File: src/rtl/fetch_pkg.sv
// Shared types and constants for the instruction fetch front-end.
package fetch_pkg;

    typedef enum logic [1:0] {
        LOOKUP,
        FILL,
        DELIVER
    } fetch_state_t;

    localparam int          INST_BYTES    = 4;
    localparam int          BYTE_CNT_W    = 2;
    localparam logic [31:0] PC_ALIGN_MASK = 32'hFFFF_FFFC;

    function automatic logic [31:0] align_pc(input logic [31:0] pc);
        return pc & PC_ALIGN_MASK;
    endfunction

endpackage

File: src/rtl/fetch_byte_assembler.sv
// Collects byte-serial memory returns into a little-endian instruction word.
module fetch_byte_assembler
    import fetch_pkg::*;
#(
    parameter int N_BYTES = INST_BYTES
) (
    input  logic        i_clk,
    input  logic        i_rst_n,
    input  logic        i_clear,
    input  logic        i_byte_valid,
    input  logic [7:0]  i_byte,
    output logic [31:0] o_word_next,
    output logic        o_done
);

    logic [BYTE_CNT_W-1:0] r_cnt;
    logic [31:0]           r_word;
    logic [31:0]           w_word_next;

    // The word including the byte arriving this cycle, so the last byte can be used on its own edge.
    always_comb begin
        w_word_next = r_word;
        w_word_next[{r_cnt, 3'b000} +: 8] = i_byte;
    end

    always_ff @(posedge i_clk or negedge i_rst_n) begin
        if (!i_rst_n) begin
            r_cnt  <= '0;
            r_word <= '0;
        end else if (i_clear) begin
            r_cnt  <= '0;
            r_word <= '0;
        end else if (i_byte_valid) begin
            r_word <= w_word_next;
            r_cnt  <= r_cnt + 1'b1;
        end
    end

    assign o_word_next = w_word_next;
    assign o_done      = i_byte_valid && !i_clear && (r_cnt == BYTE_CNT_W'(N_BYTES - 1));

endmodule

File: src/rtl/inst_fetcher.sv
// Instruction fetch front-end: cache lookup, byte-serial miss fill and decoder handoff.
module inst_fetcher
    import fetch_pkg::*;
#(
    parameter logic [31:0] RESET_PC   = 32'h0000_0000,
    parameter int          INST_BYTES = 4
) (
    input  logic        clk_in,
    input  logic        rst_n_in,
    input  logic        rdy_in,
    input  logic        jump_en,
    input  logic [31:0] jump_pc,
    output logic [31:0] cache_addr,
    input  logic        cache_hit,
    input  logic [31:0] cache_data,
    output logic        cache_upd,
    output logic [31:0] cache_upd_addr,
    output logic [31:0] cache_upd_data,
    output logic        mem_req,
    output logic [31:0] mem_addr,
    input  logic [7:0]  mem_byte,
    input  logic        mem_byte_valid,
    output logic        inst_valid,
    output logic [31:0] inst,
    output logic [31:0] inst_pc,
    input  logic        inst_ready
);

    fetch_state_t r_state;
    logic [31:0]  r_pc;
    logic [31:0]  r_fill_pc;
    logic [31:0]  r_redirect_pc;
    logic         r_redirect_pending;
    logic         r_cache_upd;
    logic [31:0]  r_cache_upd_addr;
    logic [31:0]  r_cache_upd_data;
    logic         r_mem_req;
    logic [31:0]  r_mem_addr;
    logic         r_inst_valid;
    logic [31:0]  r_inst;
    logic [31:0]  r_inst_pc;

    logic         w_slot_free;
    logic         w_fill_start;
    logic         w_byte_en;
    logic         w_fill_done;
    logic [31:0]  w_word_next;
    logic [31:0]  w_jump_target;

    assign w_slot_free   = !r_inst_valid || inst_ready;
    assign w_fill_start  = rdy_in && (r_state == LOOKUP) && !jump_en && !cache_hit;
    assign w_byte_en     = rdy_in && (r_state == FILL) && mem_byte_valid;
    assign w_jump_target = align_pc(jump_pc);

    fetch_byte_assembler #(
        .N_BYTES (INST_BYTES)
    ) u_assembler (
        .i_clk        (clk_in),
        .i_rst_n      (rst_n_in),
        .i_clear      (w_fill_start),
        .i_byte_valid (w_byte_en),
        .i_byte       (mem_byte),
        .o_word_next  (w_word_next),
        .o_done       (w_fill_done)
    );

    // The update strobe is a single-cycle pulse, so it clears even while frozen.
    always_ff @(posedge clk_in or negedge rst_n_in) begin
        if (!rst_n_in) begin
            r_state            <= LOOKUP;
            r_pc               <= RESET_PC;
            r_fill_pc          <= '0;
            r_redirect_pc      <= '0;
            r_redirect_pending <= 1'b0;
            r_cache_upd        <= 1'b0;
            r_cache_upd_addr   <= '0;
            r_cache_upd_data   <= '0;
            r_mem_req          <= 1'b0;
            r_mem_addr         <= '0;
            r_inst_valid       <= 1'b0;
            r_inst             <= '0;
            r_inst_pc          <= '0;
        end else begin
            r_cache_upd <= 1'b0;
            if (rdy_in) begin
                if (r_inst_valid && inst_ready)
                    r_inst_valid <= 1'b0;
                case (r_state)
                    LOOKUP: begin
                        if (jump_en) begin
                            r_pc         <= w_jump_target;
                            r_inst_valid <= 1'b0;
                        end else if (cache_hit) begin
                            if (w_slot_free) begin
                                r_inst       <= cache_data;
                                r_inst_pc    <= r_pc;
                                r_inst_valid <= 1'b1;
                                r_pc         <= r_pc + 32'd4;
                            end
                        end else begin
                            r_fill_pc  <= r_pc;
                            r_mem_req  <= 1'b1;
                            r_mem_addr <= r_pc;
                            r_state    <= FILL;
                        end
                    end
                    FILL: begin
                        if (jump_en) begin
                            r_redirect_pending <= 1'b1;
                            r_redirect_pc      <= w_jump_target;
                            r_inst_valid       <= 1'b0;
                        end
                        if (w_fill_done) begin
                            r_cache_upd      <= 1'b1;
                            r_cache_upd_addr <= r_fill_pc;
                            r_cache_upd_data <= w_word_next;
                            r_mem_req        <= 1'b0;
                            // A redirect seen during the fill discards the word but keeps the cache write.
                            if (jump_en || r_redirect_pending) begin
                                r_pc               <= jump_en ? w_jump_target : r_redirect_pc;
                                r_redirect_pending <= 1'b0;
                                r_state            <= LOOKUP;
                            end else begin
                                r_state <= DELIVER;
                            end
                        end else if (w_byte_en) begin
                            r_mem_addr <= r_mem_addr + 32'd1;
                        end
                    end
                    DELIVER: begin
                        if (jump_en) begin
                            r_pc         <= w_jump_target;
                            r_inst_valid <= 1'b0;
                            r_state      <= LOOKUP;
                        end else if (w_slot_free) begin
                            r_inst       <= r_cache_upd_data;
                            r_inst_pc    <= r_fill_pc;
                            r_inst_valid <= 1'b1;
                            r_pc         <= r_fill_pc + 32'd4;
                            r_state      <= LOOKUP;
                        end
                    end
                    default: r_state <= LOOKUP;
                endcase
            end
        end
    end

    assign cache_addr     = r_pc;
    assign cache_upd      = r_cache_upd;
    assign cache_upd_addr = r_cache_upd_addr;
    assign cache_upd_data = r_cache_upd_data;
    assign mem_req        = r_mem_req;
    assign mem_addr       = r_mem_addr;
    assign inst_valid     = r_inst_valid;
    assign inst           = r_inst;
    assign inst_pc        = r_inst_pc;

endmodule
File: config.mk
export PLATFORM = sky130hd
export DESIGN_NAME = inst_fetcher
export DESIGN_NICKNAME = d
export VERILOG_FILES = /design/src/rtl/fetch_pkg.sv /design/src/rtl/fetch_byte_assembler.sv /design/src/rtl/inst_fetcher.sv
export SDC_FILE = /design/constraint.sdc
export NUM_CORES = 1
export LEC_CHECK = 0
export CAP_MARGIN = 30
export CORE_MARGIN = 2
export CORE_UTILIZATION = 45
export DETAILED_ROUTE_END_ITERATION = 16
export PLACE_DENSITY_LB_ADDON = 0.2
export SETUP_SLACK_MARGIN = 0.4
export SLEW_MARGIN = 20
export SYNTH_ARGS = -nofsm -noshare
export SYNTH_HDL_FRONTEND = slang
export SYNTH_SLANG_ARGS = --single-unit
File: constraint.sdc
create_clock -name clk_in -period 2.8 [get_ports clk_in]
set_clock_uncertainty 0.2 [all_clocks]
set_input_delay 0.56 -clock clk_in [delete_from_list [all_inputs] [get_ports clk_in]]
set_output_delay 0.56 -clock clk_in [all_outputs]
set_load 0.005 [all_outputs]
==> flow_summary.toml, run 1 <==
[synth]
netlist-cell-type-count = 71
synthFlopType = "dfrtp_1"
syn_area_mm2 = 0.01478
synth_edf_count = 0
synth.yosys.seq_area_share = 0.4877
synthCells = 1618
synth.avg_cell_area_um2 = 9.133
synthArstFlopShare = 1.000
syn_nets = 1710
yosys_register_bits = 288
yosys_warnings = 0

[cts]
numCtsBuffers = 35
clkSinkCount = 288
insertion_delay_ns = 0.52
cts-root-buf = "clkbuf_16"
clk_pin_slew_worst_paths_ns = 0.06
htree_levels = 2
clock_path_buffers = 3
cts_tree = "built"

[critical_path]
end_kind = "flip-flop"
critPathLaunchType = "flip-flop"
criticalPathCategory = "reg -> reg"
cp.required_ns = 3.02
critPathLaunch = "r_state[0]"
cp.arrival_ns = 2.83
rr_startpoint = "r_state[0]"
cp_max_fo = 8

[timing]
slew_headroom = 0.5249
finalSetupTns_ns = 0
fin_ws_ns = 0.1920
drv_slew = 0
worstMarginPinSlew_ns = 0.7073
rsz0062_at_grt = "true"
fin_crit_ns = 2.608
hold_viol = 0
post-route-period-util = 0.9314
finalSetupViolCount = 0
fmax_ghz = 0.3834

[floorplan]
dieHeight_um = 185.2
core_area_mm2 = 0.03245
die_x_um = 185.2
num_io_pins = 274
start_util = 0.4554
std_cell_rows = 66
die_area_mm2 = 0.03430

[drt]
vias_per_cell = 5.756
wirelength_um = 48930
dr.pass1.iters = 8
drtIter0Drc = 1147
postRouteAntennaNets = 0
avgRoutedWirePerCell_um = 20.20
num_vias = 13940
drc = 0

[pwr]
p_leak_nw = 8.736
p_total_w = 0.02139
power_density_mw_per_mm2 = 1039
peakVddDrop_mv = 0.6016

[run]
cap_violations = 0

[placement]
dp_hpwl_um = 33020
pre_cts_ws_ns = -0.2570
numPortBuffers = 271
place.gp.congestion = 0.9275

[final_layout]
area_growth_syn_to_layout_pct = 39.32
fillCellCount = 2691
multi_input_area_mm2 = 0.007353
layout_common_cells = "308 x nand2_1, 276 x dfrtp_1, 269 x clkdlybuf4s50_1"
finalNetCount = 2046
drive_gt1_frac = 0.1714
ff_latch_area_mm2 = 0.007222
final_common_cell = "nand2_1"
finish.utilization = 0.6344

[global_route]
antenna_found_initial = 4
grtUsageTotal = 0.2779
first_global_vias = 13290
gr-total-overflow = 0
grt_pass1_wl_um = 74120
grt_max_degree = 94

[min_path]
hold_start = "cache_upd_addr[7]"
min_path_type = "reg -> reg"

[outcome]
status = "finished clean"
[Yosys cell counts, types with 6 or more instances]
cell type	number	area share
xnor2_1	27	0.016
and3_1	20	0.0085
inv_1	19	0.0048
a22o_1	30	0.018
mux2_2	37	0.028
o22ai_1	19	0.0080
a21oi_1	149	0.050
and4_1	8	0.0047
mux2i_1	85	0.058
or3_1	6	0.0025
nand2_1	314	0.080
dfrtp_1	288	0.49
nand3_1	51	0.017
a221oi_1	13	0.0077
o21ai_1	28	0.0095
clkbuf_1	97	0.025
nor2b_1	33	0.014
a22oi_1	13	0.0066
buf_1	19	0.0048
ha_1	13	0.011
o21ai_0	75	0.025
nand4_1	21	0.0089
xor2_1	9	0.0053
nor3_1	23	0.0078
a211oi_1	8	0.0041
o221ai_1	11	0.0065
nor2_1	104	0.026
and2_1	8	0.0034
[layout make-up]
| type | instances | area share |
|---|---|---|
| inverters | 20 | 0.003646 |
| flip-flops and latches | 288 | 0.3508 |
| well taps | 442 | 0.02686 |
| clock inverters | 17 | 0.01088 |
| clock buffers | 44 | 0.04868 |
| multi-input cells | 1184 | 0.3572 |
| diodes | 2 | 0.0002431 |
| repair buffers | 425 | 0.2018 |
[path summary, 6_finish.rpt]
path | to | slack (ns) | cells past startpoint
max in group asynchronous | cache_addr[21] | 1.22 | 3
hold / removal | cache_upd_addr[7] | 0.27 | 2
hold reg to reg | cache_upd_addr[7] | 0.27 | 2
min in group asynchronous | mem_addr[1] | 0.37 | 2
setup reg to reg | cache_addr[25] | 0.19 | 10
setup / recovery | cache_addr[25] | 0.19 | 10
[flip-flops by register name (all words and copies together) (netlist names)]
signal              cells
cache_addr             32
cache_upd_addr         32
cache_upd_data         32
inst                   32
inst_pc                32
mem_addr               32
r_fill_pc              32
r_redirect_pc          32
u_assembler.r_word     24
r_state                 2
u_assembler.r_cnt       2
cache_upd               1
inst_valid              1
mem_req                 1
r_redirect_pending      1
[layer usage]
layer / global-route usage / routed length [um] / vias to the layer above
met3: 0.07137 / 4481 / 127
met4: 0.1048 / 1611 / 6
met1: 0.3584 / 19580 / 6796
met5: 0 / 34 / -
li1: - / - / 6383
met2: 0.4506 / 23220 / 629
[worst max-delay path, cell delays in order, from the launching register on]
cell	delay (ns)
dfrtp_1	0.41
buf_6	0.14
ha_4	0.16
buf_8	0.12
nor3b_4	0.14
or2_4	0.26
a2111o_1	0.39
buf_12	0.17
buf_6	0.15
buf_4	0.15
o31ai_2	0.22
[metrics by stage]
| stage | instances | hold WS, ns | instance area [um^2] |
|---|---|---|---|
| 2_1_floorplan | 1618 | 0.06441 | 14810 |
| 3_3_place_gp | 2322 | 0.2610 | 18580 |
| 3_5_place_dp | 2322 | 0.2614 | 18580 |
| 4_1_cts | 2397 | 0.2755 | 20050 |
| 5_1_grt | 2421 | 0.2962 | 20590 |
| 6_report | 2422 | 0.2745 | 20590 |
[power breakdown]
part / total (W) / internal (W) / switching, W
combinational: 0.00917 / 0.00486 / 0.00431
sequential: 0.00738 / 0.00576 / 0.00162
clock: 0.00484 / 0.00300 / 0.00184
[cell families (layout without fill, tap and decap cells)]
logic type                 Yosys count  after routing  synth area share
xor gates and xnor gates            36             36           0.02134
and+or+nand+nor                    618            618            0.1891
other                                0              2                 0
buffers and inverters              146            506           0.03886
AOI/OAI and AO/OA                  395            395            0.1663
muxes                              122            122           0.08577
adders and majority gates           13             13           0.01101
DFF                                288            288            0.4877
[repair_timing]
| item | in CTS | in global routing |
|---|---|---|
| endpoints found under the setup margin | 162 | 214 |
| endpoints found under the hold margin | 50 | 0 |
| setup buffers | 13 | 20 |
| resized for setup | 39 | 81 |
| hold buffers | 1 | 0 |
| gates cloned | 0 | 3 |
| pin swaps | 8 | 25 |
No activity file was read; power rests on OpenSTA's default activity.
==> run 2, diff against run 1 <==
--- a/config.mk
+++ b/config.mk
@@ -5,6 +5,7 @@
 export SDC_FILE = /design/constraint.sdc
 export NUM_CORES = 1
 export LEC_CHECK = 0
+export ABC_AREA = 1
 export CAP_MARGIN = 30
 export CORE_MARGIN = 2
 export CORE_UTILIZATION = 45
==> run 2 against run 1 <==
Non-clock buffer count decreased by 40. Hold slack improved by 0.0092 ns. Wire length increased by 25%. Clock power decreased by 5.0%. Critical path type is now reg -> out. Largest cell class unchanged.
==> flow_summary.toml, run 2 <==
[synth]
netlist-cell-type-count = 49
synth.yosys.seq_area_share = 0.4541
ys_top_cells_by_count = "615 x nand2_1, 288 x dfrtp_1, 260 x o21ai_0"
yosys_register_bits = 288
yosys_warnings = 0
yosys.cell_count.top_type = "nand2_1"
syn_area_mm2 = 0.01587
synthFlopType = "dfrtp_1"
synthArstFlopShare = 1.000
synth.avg_cell_area_um2 = 7.375
synth_edf_count = 0
synth_area_leaders = "dfrtp_1 45%, nand2_1 15%, o21ai_0 8.2%"
syn_nets = 2244
yosysTopAreaCell = "dfrtp_1"
synthCells = 2152
synth_top_area_share = 0.4541

[cts]
clk_pin_slew_worst_paths_ns = 0.06
htree_levels = 2
insertion_delay_ns = 0.53
cts_tree = "built"
cts-root-buf = "clkbuf_16"
numCtsBuffers = 35
clock_path_buffers = 3
clkSinkCount = 288

[timing]
rsz0062_at_grt = "true"
hold_viol = 0
drv_slew = 0
fin_crit_ns = 2.385
slew_headroom = 0.6309
whs_ns = 0.2837
finalSetupTns_ns = 0
fmax_ghz = 0.4192
worstMarginPinSlew_ns = 0.5531
post-route-period-util = 0.8519
finalSetupViolCount = 0

[min_path]
min_path_type = "reg -> reg"

[critical_path]
cp.arrival_ns = 1.63
reg2regPathDepth = 11
slowest_stage = "clkdlybuf4s50_1"
critical-path-max-stage-delay_ns = 0.60
crit_buf_inv = 1
critPathLaunchType = "flip-flop"
criticalPathCategory = "reg -> out"
critPathLaunch = "cache_addr[21]"
cp_max_fo = 8
crit_family = "buffers and inverters"
worstSetupPathDepth = 1
regToRegEndpoint = "inst[12]"
worstSetupEndpoint = "cache_addr[21]"
cp.required_ns = 2.04
end_kind = "output pin"
r2r_setup_slack_ns = 0.44
crit_path_cell_trace = "clkdlybuf4s50_1"
rr_startpoint = "r_state[0]"

[outcome]
status = "finished clean"

[run]
cap_violations = 0

[pwr]
intPower_w = 0.01419
sw_frac_of_total = 0.4205
seqPwrFrac = 0.321
power_switching_w = 0.01030
power_density_mw_per_mm2 = 1157
peakVddDrop_mv = 0.6847
p_leak_nw = 9.297
p_total_w = 0.02450
p_clk_frac = 0.188
combPwrFrac = 0.491

[global_route]
grt_max_degree = 97
gr-total-overflow = 0
grtUsageTotal = 0.3175
antenna_found_initial = 1
grt_pass1_wl_um = 89200
first_global_vias = 15270

[placement]
numPortBuffers = 271
place.gp.congestion = 0.9870
placed_cells = 2855
dp_hpwl_um = 43670

[final_layout]
finish.utilization = 0.6115
finalNetCount = 2560
drive_gt1_frac = 0.09824
final_cells = 2949
layout_common_cells = "613 x nand2_1, 269 x dfrtp_1, 269 x clkdlybuf4s50_1"
fillCellCount = 3135
num_antenna_cells = 0
final_common_cell = "nand2_1"
area_growth_syn_to_layout_pct = 33.42

[floorplan]
core_area_mm2 = 0.03463
std_cell_rows = 68
dieHeight_um = 191.8
die_x_um = 191.8
die_area_mm2 = 0.03679
start_util = 0.4583
num_io_pins = 274

[drt]
drtIter0Drc = 1567
num_vias = 16570
dr_wl_met3_um = 4999
vias_per_cell = 5.620
drc = 0
avgRoutedWirePerCell_um = 20.76
met1Wirelength_um = 26200
dr.pass1.iters = 6
wirelength_um = 61210
met2WireLength_um = 27630
top_layer = "met5"
postRouteAntennaNets = 0
-- run 2: cell count changes after synthesis, moves of 39 or more --
cell,previous run,this run
a21oi_1,149,105
clkbuf_1,97,58
inv_1,19,243
mux2i_1,85,0
nand2_1,314,615
nand3_1,51,112
nor2_1,104,156
o21a_1,1,42
o21ai_0,75,260
-- run 2: worst min-delay path by stage --
stage	startpoint	end	slack (ns)	cells past startpoint
after floorplan	rst_n_in	cache_addr[0]	0.06	0
after global routing	cache_upd_addr[11]	cache_upd_addr[11]	0.30	2
after CTS	r_redirect_pc[1]	r_redirect_pc[1]	0.27	2
after detailed placement	r_redirect_pc[1]	r_redirect_pc[1]	0.26	2
final	r_redirect_pc[1]	r_redirect_pc[1]	0.28	2
after global placement	r_redirect_pc[0]	r_redirect_pc[0]	0.25	2
-- run 2: cell families after synthesis --
group	Yosys count	share of synthesized area
xor gates and xnor gates	15	0.008278
adders and majority gates	13	0.01025
buffers and inverters	357	0.09089
DFF	288	0.4541
AOI/OAI and AO/OA	524	0.1893
and+or+nand+nor	955	0.2472
-- run 2: area by class of cell --
class / count / area, um^2 / share of cell area
inverter: 251 / 960.9 / 0.04538
sequential: 288 / 7231 / 0.3415
multi-input combinational: 1507 / 7386 / 0.3488
timing repair buffer: 385 / 3869 / 0.1827
tap: 455 / 569.3 / 0.02688
clock buffer: 47 / 982.2 / 0.04638
clock inverter: 16 / 177.7 / 0.008390
-- run 2: power by group through the flow --
stage          Clock, W  Combinational [W]  Sequential (W)
6_report        0.00460             0.0120         0.00786
2_1_floorplan         0            0.00551         0.00745
5_1_grt         0.00486             0.0131         0.00805
3_5_place_dp          0             0.0111         0.00788
4_1_cts         0.00467             0.0112         0.00783
3_3_place_gp          0             0.0109         0.00784
-- run 2: per-stage QoR --
step / setup slack, ns / instance area, um^2
global route: 0.3131 / 21180
detailed placement: -0.004398 / 19420
global placement: 0.04623 / 19420
CTS: 0.3425 / 20660
floorplan: 0.6438 / 15870
finish: 0.4146 / 21180
-- run 2: metal layers --
layer,GRT usage,up-vias
met5,0,-
met4,0.1234,2
met3,0.04568,136
met2,0.4921,846
met1,0.4492,7894
li1,-,7694
-- run 2: what timing repair did --
item	in CTS	in global routing
hold endpoints to repair	46	0
setup endpoints to repair	74	196
cloned	0	7
hold buffers	1	0
gates resized for setup	26	57
pin swaps	1	7
buffers inserted	4	19
